[src/rtl/sram_byte_arbiter.sv]
// Byte-wide SRAM port arbiter: video linear read bursts (priority) and CPU 16-bit byte-split accesses.
// Optional macro SRAM_ARB_STARVE_GUARD_EN grants the CPU after STARVE_LIMIT back-to-back video grants.
module sram_byte_arbiter #(
  parameter int ADDR_W       = 21,
  parameter int VID_BURST    = 8,
  parameter int STARVE_LIMIT = 4
) (
  input  logic              clk_sram,
  input  logic              rst,
  input  logic              vid_req,
  input  logic [ADDR_W-1:0] vid_addr,
  output logic              vid_ack,
  output logic [7:0]        vid_data,
  output logic              vid_valid,
  input  logic              cpu_req,
  input  logic              cpu_we,
  input  logic [ADDR_W-1:0] cpu_addr,
  input  logic [1:0]        cpu_be,
  input  logic [15:0]       cpu_wdata,
  output logic              cpu_ack,
  output logic [15:0]       cpu_rdata,
  output logic [ADDR_W-1:0] SRAM_ADDR,
  output logic              SRAM_WE_n,
  output logic [7:0]        sram_dout,
  output logic              sram_doe,
  input  logic [7:0]        sram_din,
  output logic              busy
);
  typedef enum logic [2:0] {IDLE, VID_RD, CPU_RD, CPU_WSET, CPU_WSTB, CPU_WHLD, CPU_DONE} state_t;

  state_t            r_state, w_state;
  logic [ADDR_W-1:0] r_addr, w_addr, r_base, w_base;
  logic              r_we_n, w_we_n, r_doe, w_doe;
  logic [7:0]        r_dout, w_dout, r_wd_hi, w_wd_hi;
  logic              r_be_hi, w_be_hi, r_hi, w_hi;
  logic [6:0]        r_cnt, w_cnt;
  logic              r_vid_ack, w_vid_ack, r_cpu_ack, w_cpu_ack;
  logic              r_vid_valid;
  logic [7:0]        r_vid_data, r_rlo;
  logic [15:0]       r_cpu_rdata;
  logic              w_starved;

`ifdef SRAM_ARB_STARVE_GUARD_EN
  localparam int SW = $clog2(STARVE_LIMIT + 1);
  logic [SW-1:0] r_starve;
  // Counts video grants that overtook a waiting CPU; any other grant clears it.
  always_ff @(posedge clk_sram) begin
    if (rst)
      r_starve <= '0;
    else if (r_state == IDLE && w_state != IDLE)
      r_starve <= (w_state == VID_RD && cpu_req) ? r_starve + SW'(1) : '0;
  end
  assign w_starved = cpu_req && (r_starve >= SW'(STARVE_LIMIT));
`else
  assign w_starved = 1'b0;
`endif

  always_comb begin
    w_state   = r_state;
    w_addr    = r_addr;
    w_we_n    = 1'b1;
    w_doe     = 1'b0;
    w_dout    = r_dout;
    w_base    = r_base;
    w_wd_hi   = r_wd_hi;
    w_be_hi   = r_be_hi;
    w_hi      = r_hi;
    w_cnt     = r_cnt;
    w_vid_ack = 1'b0;
    w_cpu_ack = 1'b0;
    case (r_state)
      IDLE: begin
        if (vid_req && !w_starved) begin
          w_state   = VID_RD;
          w_addr    = vid_addr;
          w_cnt     = '0;
          w_vid_ack = 1'b1;
        end else if (cpu_req) begin
          w_base  = cpu_addr;
          w_wd_hi = cpu_wdata[15:8];
          w_be_hi = cpu_be[1];
          w_cnt   = '0;
          if (!cpu_we) begin
            w_state = CPU_RD;
            w_addr  = cpu_addr;
          end else if (cpu_be[0]) begin
            w_state = CPU_WSET;
            w_addr  = cpu_addr;
            w_dout  = cpu_wdata[7:0];
            w_doe   = 1'b1;
            w_hi    = 1'b0;
          end else if (cpu_be[1]) begin
            w_state = CPU_WSET;
            w_addr  = cpu_addr + ADDR_W'(1);
            w_dout  = cpu_wdata[15:8];
            w_doe   = 1'b1;
            w_hi    = 1'b1;
          end else begin
            w_state   = CPU_DONE;
            w_cpu_ack = 1'b1;
          end
        end
      end
      VID_RD: begin
        if (r_cnt == 7'(VID_BURST - 1)) begin
          w_state = IDLE;
        end else begin
          w_cnt  = r_cnt + 7'd1;
          w_addr = r_addr + ADDR_W'(1);
        end
      end
      CPU_RD: begin
        if (r_cnt == 7'd0) begin
          w_cnt  = 7'd1;
          w_addr = r_addr + ADDR_W'(1);
        end else begin
          w_state   = IDLE;
          w_cpu_ack = 1'b1;
        end
      end
      CPU_WSET: begin
        w_state = CPU_WSTB;
        w_we_n  = 1'b0;
        w_doe   = 1'b1;
      end
      CPU_WSTB: begin
        w_state = CPU_WHLD;
        w_doe   = 1'b1;
      end
      CPU_WHLD: begin
        if (!r_hi && r_be_hi) begin
          w_state = CPU_WSET;
          w_addr  = r_base + ADDR_W'(1);
          w_dout  = r_wd_hi;
          w_doe   = 1'b1;
          w_hi    = 1'b1;
        end else begin
          w_state   = CPU_DONE;
          w_cpu_ack = 1'b1;
        end
      end
      CPU_DONE: w_state = IDLE;
      default:  w_state = IDLE;
    endcase
  end

  always_ff @(posedge clk_sram) begin
    if (rst) begin
      r_state     <= IDLE;
      r_addr      <= '0;
      r_we_n      <= 1'b1;
      r_doe       <= 1'b0;
      r_dout      <= '0;
      r_base      <= '0;
      r_wd_hi     <= '0;
      r_be_hi     <= 1'b0;
      r_hi        <= 1'b0;
      r_cnt       <= '0;
      r_vid_ack   <= 1'b0;
      r_cpu_ack   <= 1'b0;
      r_vid_valid <= 1'b0;
      r_vid_data  <= '0;
      r_rlo       <= '0;
      r_cpu_rdata <= '0;
    end else begin
      r_state     <= w_state;
      r_addr      <= w_addr;
      r_we_n      <= w_we_n;
      r_doe       <= w_doe;
      r_dout      <= w_dout;
      r_base      <= w_base;
      r_wd_hi     <= w_wd_hi;
      r_be_hi     <= w_be_hi;
      r_hi        <= w_hi;
      r_cnt       <= w_cnt;
      r_vid_ack   <= w_vid_ack;
      r_cpu_ack   <= w_cpu_ack;
      // Read data is captured at the edge closing the cycle its address was on the bus.
      r_vid_valid <= (r_state == VID_RD);
      if (r_state == VID_RD) r_vid_data <= sram_din;
      if (r_state == CPU_RD) begin
        if (r_cnt == 7'd0) r_rlo <= sram_din;
        else               r_cpu_rdata <= {sram_din, r_rlo};
      end
    end
  end

  assign SRAM_ADDR = r_addr;
  assign SRAM_WE_n = r_we_n;
  assign sram_dout = r_dout;
  assign sram_doe  = r_doe;
  assign vid_ack   = r_vid_ack;
  assign vid_valid = r_vid_valid;
  assign vid_data  = r_vid_data;
  assign cpu_ack   = r_cpu_ack;
  assign cpu_rdata = r_cpu_rdata;
  assign busy      = (r_state != IDLE);
endmodule

[config.mk]
export PLATFORM = sky130hd
export DESIGN_NAME = sram_byte_arbiter
export DESIGN_NICKNAME = d
export VERILOG_FILES = /design/src/rtl/sram_byte_arbiter.sv
export SDC_FILE = /design/constraint.sdc
export NUM_CORES = 1
export LEC_CHECK = 0
export ABC_AREA = 0
export CAP_MARGIN = 20
export CORE_UTILIZATION = 40
export DETAILED_ROUTE_END_ITERATION = 6
export PLACE_DENSITY = 0.71
export SYNTH_ARGS = -nofsm -noshare
export SYNTH_HDL_FRONTEND = slang
export SYNTH_SLANG_ARGS = --single-unit
[constraint.sdc]
create_clock -name clk_sram -period 7.4 [get_ports clk_sram]
set_input_delay 1.48 -clock clk_sram [delete_from_list [all_inputs] [get_ports clk_sram]]
set_output_delay 1.48 -clock clk_sram [all_outputs]
set_load 0.01 [all_outputs]
* Word level (Yosys, flattened, before mapping)
Cells that the tools add are included.
** Cells by class
- $add $sub $neg :: 4
- Equality and inequality tests :: 17
- Multiplexer cells :: 54
- Reduce and logical (&&, ||, !) cells :: 17
- Bitwise operators :: 3
** Operators by type and width (number)
- two-way mux 21 bit :: 8
- case mux 21 bit (4 select lines) :: 1
- adder 21 x 1 -> 21 bit, second input constant :: 3
- two-way mux 8 bit :: 6
- two-way mux 7 bit :: 4
- two-way mux 3 bit :: 8
- two-way mux 1 bit :: 21
- case mux 7 bit (3 select lines) :: 1
- case mux 3 bit (6 select lines) :: 1
- != test 2 bit, second input constant :: 8
- case mux 8 bit (2 select lines) :: 1
- AND reduction 6 bit :: 2
- adder 7 x 1 -> 7 bit, second input constant :: 1
- == test 7 x 3 -> 1 bit, second input constant :: 1
- logical NOT 7 bit :: 1
- == test 3 x 2 -> 1 bit, second input constant :: 2
- == test 3 bit, second input constant :: 2
- != test 3 bit, second input constant :: 2
- case mux 1 bit (3 select lines) :: 2
- AND reduction 3 bit :: 2
- nonzero test 3 bit :: 2
- != test 5 bit, second input constant :: 1
- AND reduction 2 bit :: 2
- AND reduction 4 bit :: 1
- other kinds (9) :: 12
** Storage, ports and cells
- Word-level logic and storage cells :: 111
- Bits of input ports :: 73
- Flip-flop bits (word level) :: 107
- Output and inout port bits :: 59

* Longest topological paths before layout
- Word-level depth :: 7
- Gate-level depth with buffers :: 14
- Depth with buffers taken out :: 10

* Least setup slack after synthesis
No wires, ideal clock.
- Kind :: register to register
- Start :: register r_state[1]
- End :: register r_addr[20] (netlist: SRAM_ADDR[20])
- Buffers on the path :: 3
- Arrival :: 3.234 ns
- Data required time :: 7.268 ns
- Stages on the path, launching flop included :: 14
- Setup slack :: 4.034 ns
- Library setup time :: 0.132 ns
- Clock period less this slack :: 3.366 ns
- Cell sequence :: dfxtp_1 -> nand3b_1 -> clkbuf_1 -> buf_1 -> buf_1 -> nand2_1 -> nand2_1 -> ha_1 -> nand2_1 -> or4_1 -> a22o_1 -> or3_1 -> nand3_1 -> a311oi_1
** On the way
- Longest elaborated chain between the ends :: 3
- Elaborated cells on any way between the ends :: 12
- Those cells by class :: 8 x eq/ne; 1 x mux; 3 x reduce/logical
** RTL lines
- start: declaration :: line 31 : state_t r_state, w_state;
- start signal: assignment :: line 166 : r_state <= w_state;
- logical NOT 3 bit (tied with other cells) :: line 71 : case (r_state)
- != test 5 bit (no line) (tied with other cells)
- AND reduction 6 bit (no line)
- end signal: assignment :: line 167 : r_addr <= w_addr;
- end: declaration :: line 32 : logic [ADDR_W-1:0] r_addr, w_addr, r_base, w_base;
Several ways; a longest one is shown, not always the timed one.
A chain may end at the register's enable or synchronous reset.

* Worst setup path in the final report
- Start :: input cpu_be[0]
- End :: register r_addr[17] (netlist: SRAM_ADDR[17])
** On the way
- Longest elaborated chain between the ends :: 5
- Elaborated cells on any way between the ends :: 7
- Those cells by class :: 1 x eq/ne; 5 x mux; 1 x reduce/logical
** RTL lines
- start: declaration :: line 18 : input logic [1:0] cpu_be,
- two-way mux 21 bit :: line 86 : end else if (cpu_be[0]) begin
- two-way mux 21 bit :: line 83 : if (!cpu_we) begin
- two-way mux 21 bit :: line 78 : end else if (cpu_req) begin
- two-way mux 21 bit :: line 73 : if (vid_req && !w_starved) begin
- case mux 21 bit (4 select lines) :: line 71
Several ways; a longest one is shown, not always the timed one. The select of a mux whose other input is x is not followed.

==> out/metrics.csv <==
stage,metric,value,unit
synth,synth-edff-count,0,
clock_network,cts_root_buffer,clkbuf_16,
synth,syn_area_per_cell,7.63,um2
pwr,p_total,1.71,mW
synth,synthDistinctLibCells,66,
critical_path,ff2ff_path_depth,10,
critical_path,critPathKind,in -> reg,
clock_network,htreeDepth,3,
timing,finalClockSkew,8.81,ps
drt,first_pass_iters,5,
layout,final_util,53.7,%
clock_network,clkSinkCount,107,
timing,worst_pin_slew,1060,ps
critical_path,reg2reg_from,r_state[0],
timing,grt_setup_unrepaired,no,
clock_network,post_cts_resized,0,
clock_network,hold_buffers,0,
layout,antennaDiodeCount,0,
min_path,min_path_cells,2,
place,io_buffers,131,
synth,synth_top_area_share,36.8,%
timing,finalSetupViolations,0,
critical_path,r2r_end,SRAM_ADDR[14],
critical_path,start_kind,input port,
global_routing,grt_antenna_before_repair,0,
synth,ys_ff_latch,107,
synth,yosys.area.top_type,dfxtp_1,
die,die_w,123,um
min_path,hp-class,reg -> reg,
timing,finalCriticalPeriod,3960,ps
clock_network,cts_tree,built,
pwr,irDropWorstVdd,144,uV
global_routing,grt_use_total,23.1,%
layout,fill_cells,1346,
die,ioPinCount,132,
die,rows,43,
critical_path,crit_fanout,15,
synth,synthArstFlopShare,0,%
job,drv_cap,0,
synth,ys.flop_type,dfxtp_1,
clock_network,clk_latency,360,ps
global_routing,grt_pass1_wl,26900,um
layout,multiInputGateArea,3440,um2
layout,area_growth,29.5,%
critical_path,worst-r2r-setup-slack,3610,ps
critical_path,cp-end-kind,flop,
synth,synthesis.area,5820,um2
drt,vias,5912,
drt,post_drt_wl_per_cell,16.3,um
timing,slew_violations,0,
timing,post-route-period-util,53.5,%
global_routing,grt_max_degree,61,
drt,drc,0,
layout,drive_above_1_share,4.14,%
drt,vias_per_cell,5.63,
place,post-place-ws,2900,ps
min_path,min_to,cpu_rdata[4],
die,dieArea,15000,um2
die,die_h,123,um
synth,syn-num-nets,839,
critical_path,cp_data_arrival_time,4260,ps
pwr,power.density,226,nW/um2
timing,tns,0,ps
drt,ant_nets,0,
global_routing,grt_remaining_overflow,0,
clock_network,clk_path_buf_depth,2,
synth,synth.area.top_cells,"dfxtp_1 37%, nand2_1 11%, a21oi_1 6.8%, mux2i_1 5.3%, nor2_1 3.5%",
place,gp_congestion,0.892,
run_status,outcome,"complete, no violations",
global_routing,grt_pass1_vias,5275,
clock_network,numCtsBuffers,9,
critical_path,critPathRequiredTime,7700,ps
clock_network,cts_setup_buffers,0,
pwr,p_leak,2.68,nW
layout,nets,942,
drt,drt-total-wl,17100,um
die,core-area,14000,um2
synth,yosys_warnings,0,
layout,regArea,2140,um2
die,start_util,41.4,%
timing,fin_ws,3440,ps
drt,drtIter0Drc,448,
timing,slew_headroom,29.5,%
clock_network,clk_pin_slew,70,ps
place,dpl.hpwl,11900,um
timing,hold_viol_final,0,
synth,syn_inst,762,
min_path,hp-start,r_rlo[4],
synth,yosysSeqAreaShare,36.8,%
timing,max_freq,252,MHz
how the worst max path moves through the flow:
stage / startpoint / to / cells after the start
floorplan: r_state[1] / SRAM_ADDR[20] / 13
global placement: cpu_be[0] / SRAM_ADDR[18] / 7
detailed placement: cpu_be[0] / SRAM_ADDR[18] / 7
CTS: cpu_be[0] / SRAM_ADDR[18] / 7
global route: r_state[0] / SRAM_ADDR[14] / 10
finish: cpu_be[0] / SRAM_ADDR[17] / 7
sequential cells by signal, summed over array words and instances (netlist names), 3 cells and up:
signal,cells
cpu_rdata,16
vid_data,8
r_cnt,7
SRAM_ADDR,21
r_base,21
sram_dout,8
r_state,3
r_wd_hi,8
r_rlo,8
metal layers:
| metal | GRT usage (%) | vias to the layer above | share of wire [%] |
|---|---|---|---|
| li1 | - | 2907 | - |
| met5 | 0 | - | 0 |
| met2 | 37.4 | 239 | 46 |
| met4 | 5.26 | 0 | 1.4 |
| met3 | 7.30 | 20 | 10 |
| met1 | 29.9 | 2746 | 43 |
logic make-up after synthesis:
logic type               share of synthesized area [%]
AND/OR/NAND/NOR                                   26.3
adder cells (fa/ha/maj)                          0.860
multiplexers                                      5.72
XOR/XNOR                                          6.17
AO/OA/AOI/OAI                                     19.9
flip-flops                                        36.8
buffers and inverters                             4.17
final cells by class:
type | count | area share (%)
clock inverters | 7 | 0.897
clock buffers | 9 | 2.99
inverters | 10 | 0.498
repair buffers | 141 | 18.6
multi-input cells | 596 | 45.6
flip-flops and latches | 107 | 28.4
well taps | 180 | 2.99
metrics by stage:
step | instances | area [um2] | hold slack [ps]
2_1_floorplan | 762 | 5820 | 432
3_3_place_gp | 1032 | 7210 | 441
5_1_grt | 1050 | 7530 | 475
4_1_cts | 1048 | 7500 | 456
3_5_place_dp | 1032 | 7210 | 445
6_report | 1050 | 7530 | 453
layout by cell type (no fill, tap or decap), drive strengths merged, types with 5 or more instances in the layout:
master,count
nand2,178
clkdlybuf4s50,130
dfxtp,107
a21oi,79
nor2,54
nand3,37
mux2i,31
o21ai,23
xnor2,22
xor2,19
o211ai,18
inv,13
nor3,12
a311oi,12
buf,11
nand4,9
clkbuf,9
o21a,7
a211oi,7
nor4,7
nand2b,6
and4,6
a31oi,5
and3,5
power breakdown:
group	leakage, nW	total (mW)	switching, mW	internal [mW]
Clock	0.140	0.476	0.239	0.236
Sequential	0.872	0.718	0.0804	0.638
Combinational	1.67	0.511	0.270	0.241
synth_stat cells (all sizes together) (2+ instances only):
master and number:
and2 3, nor3 12, mux2 2, o211ai 18, xnor2 22, a2bb2oi 2
o221a 2, nor4 7, buf 11, nand3 37, inv 10, mux2i 31
and4b 2, or4 3, o41ai 2, xor2 19, o21a 7, o2111ai 2
o311ai 3, nand3b 2, a211oi 7, clkbuf 38, and4 6, ha 4
and3 5, nor2b 4, a31oi 5, a22oi 4, a222oi 2, a21oi 79
nor2 54, o21ai 23, nand2 178, or3 2, a311oi 12, nand4 9
nand2b 6, dfxtp 107
critical path, cell delays in order:
cell and delay [ps]:
clkdlybuf4s50_1 790, nand4b_1 410, nor4_1 750, nand3_1 180
xor2_1 170, o311ai_1 230, o221a_2 230
Note: power is estimated with default switching activity, not from simulation.
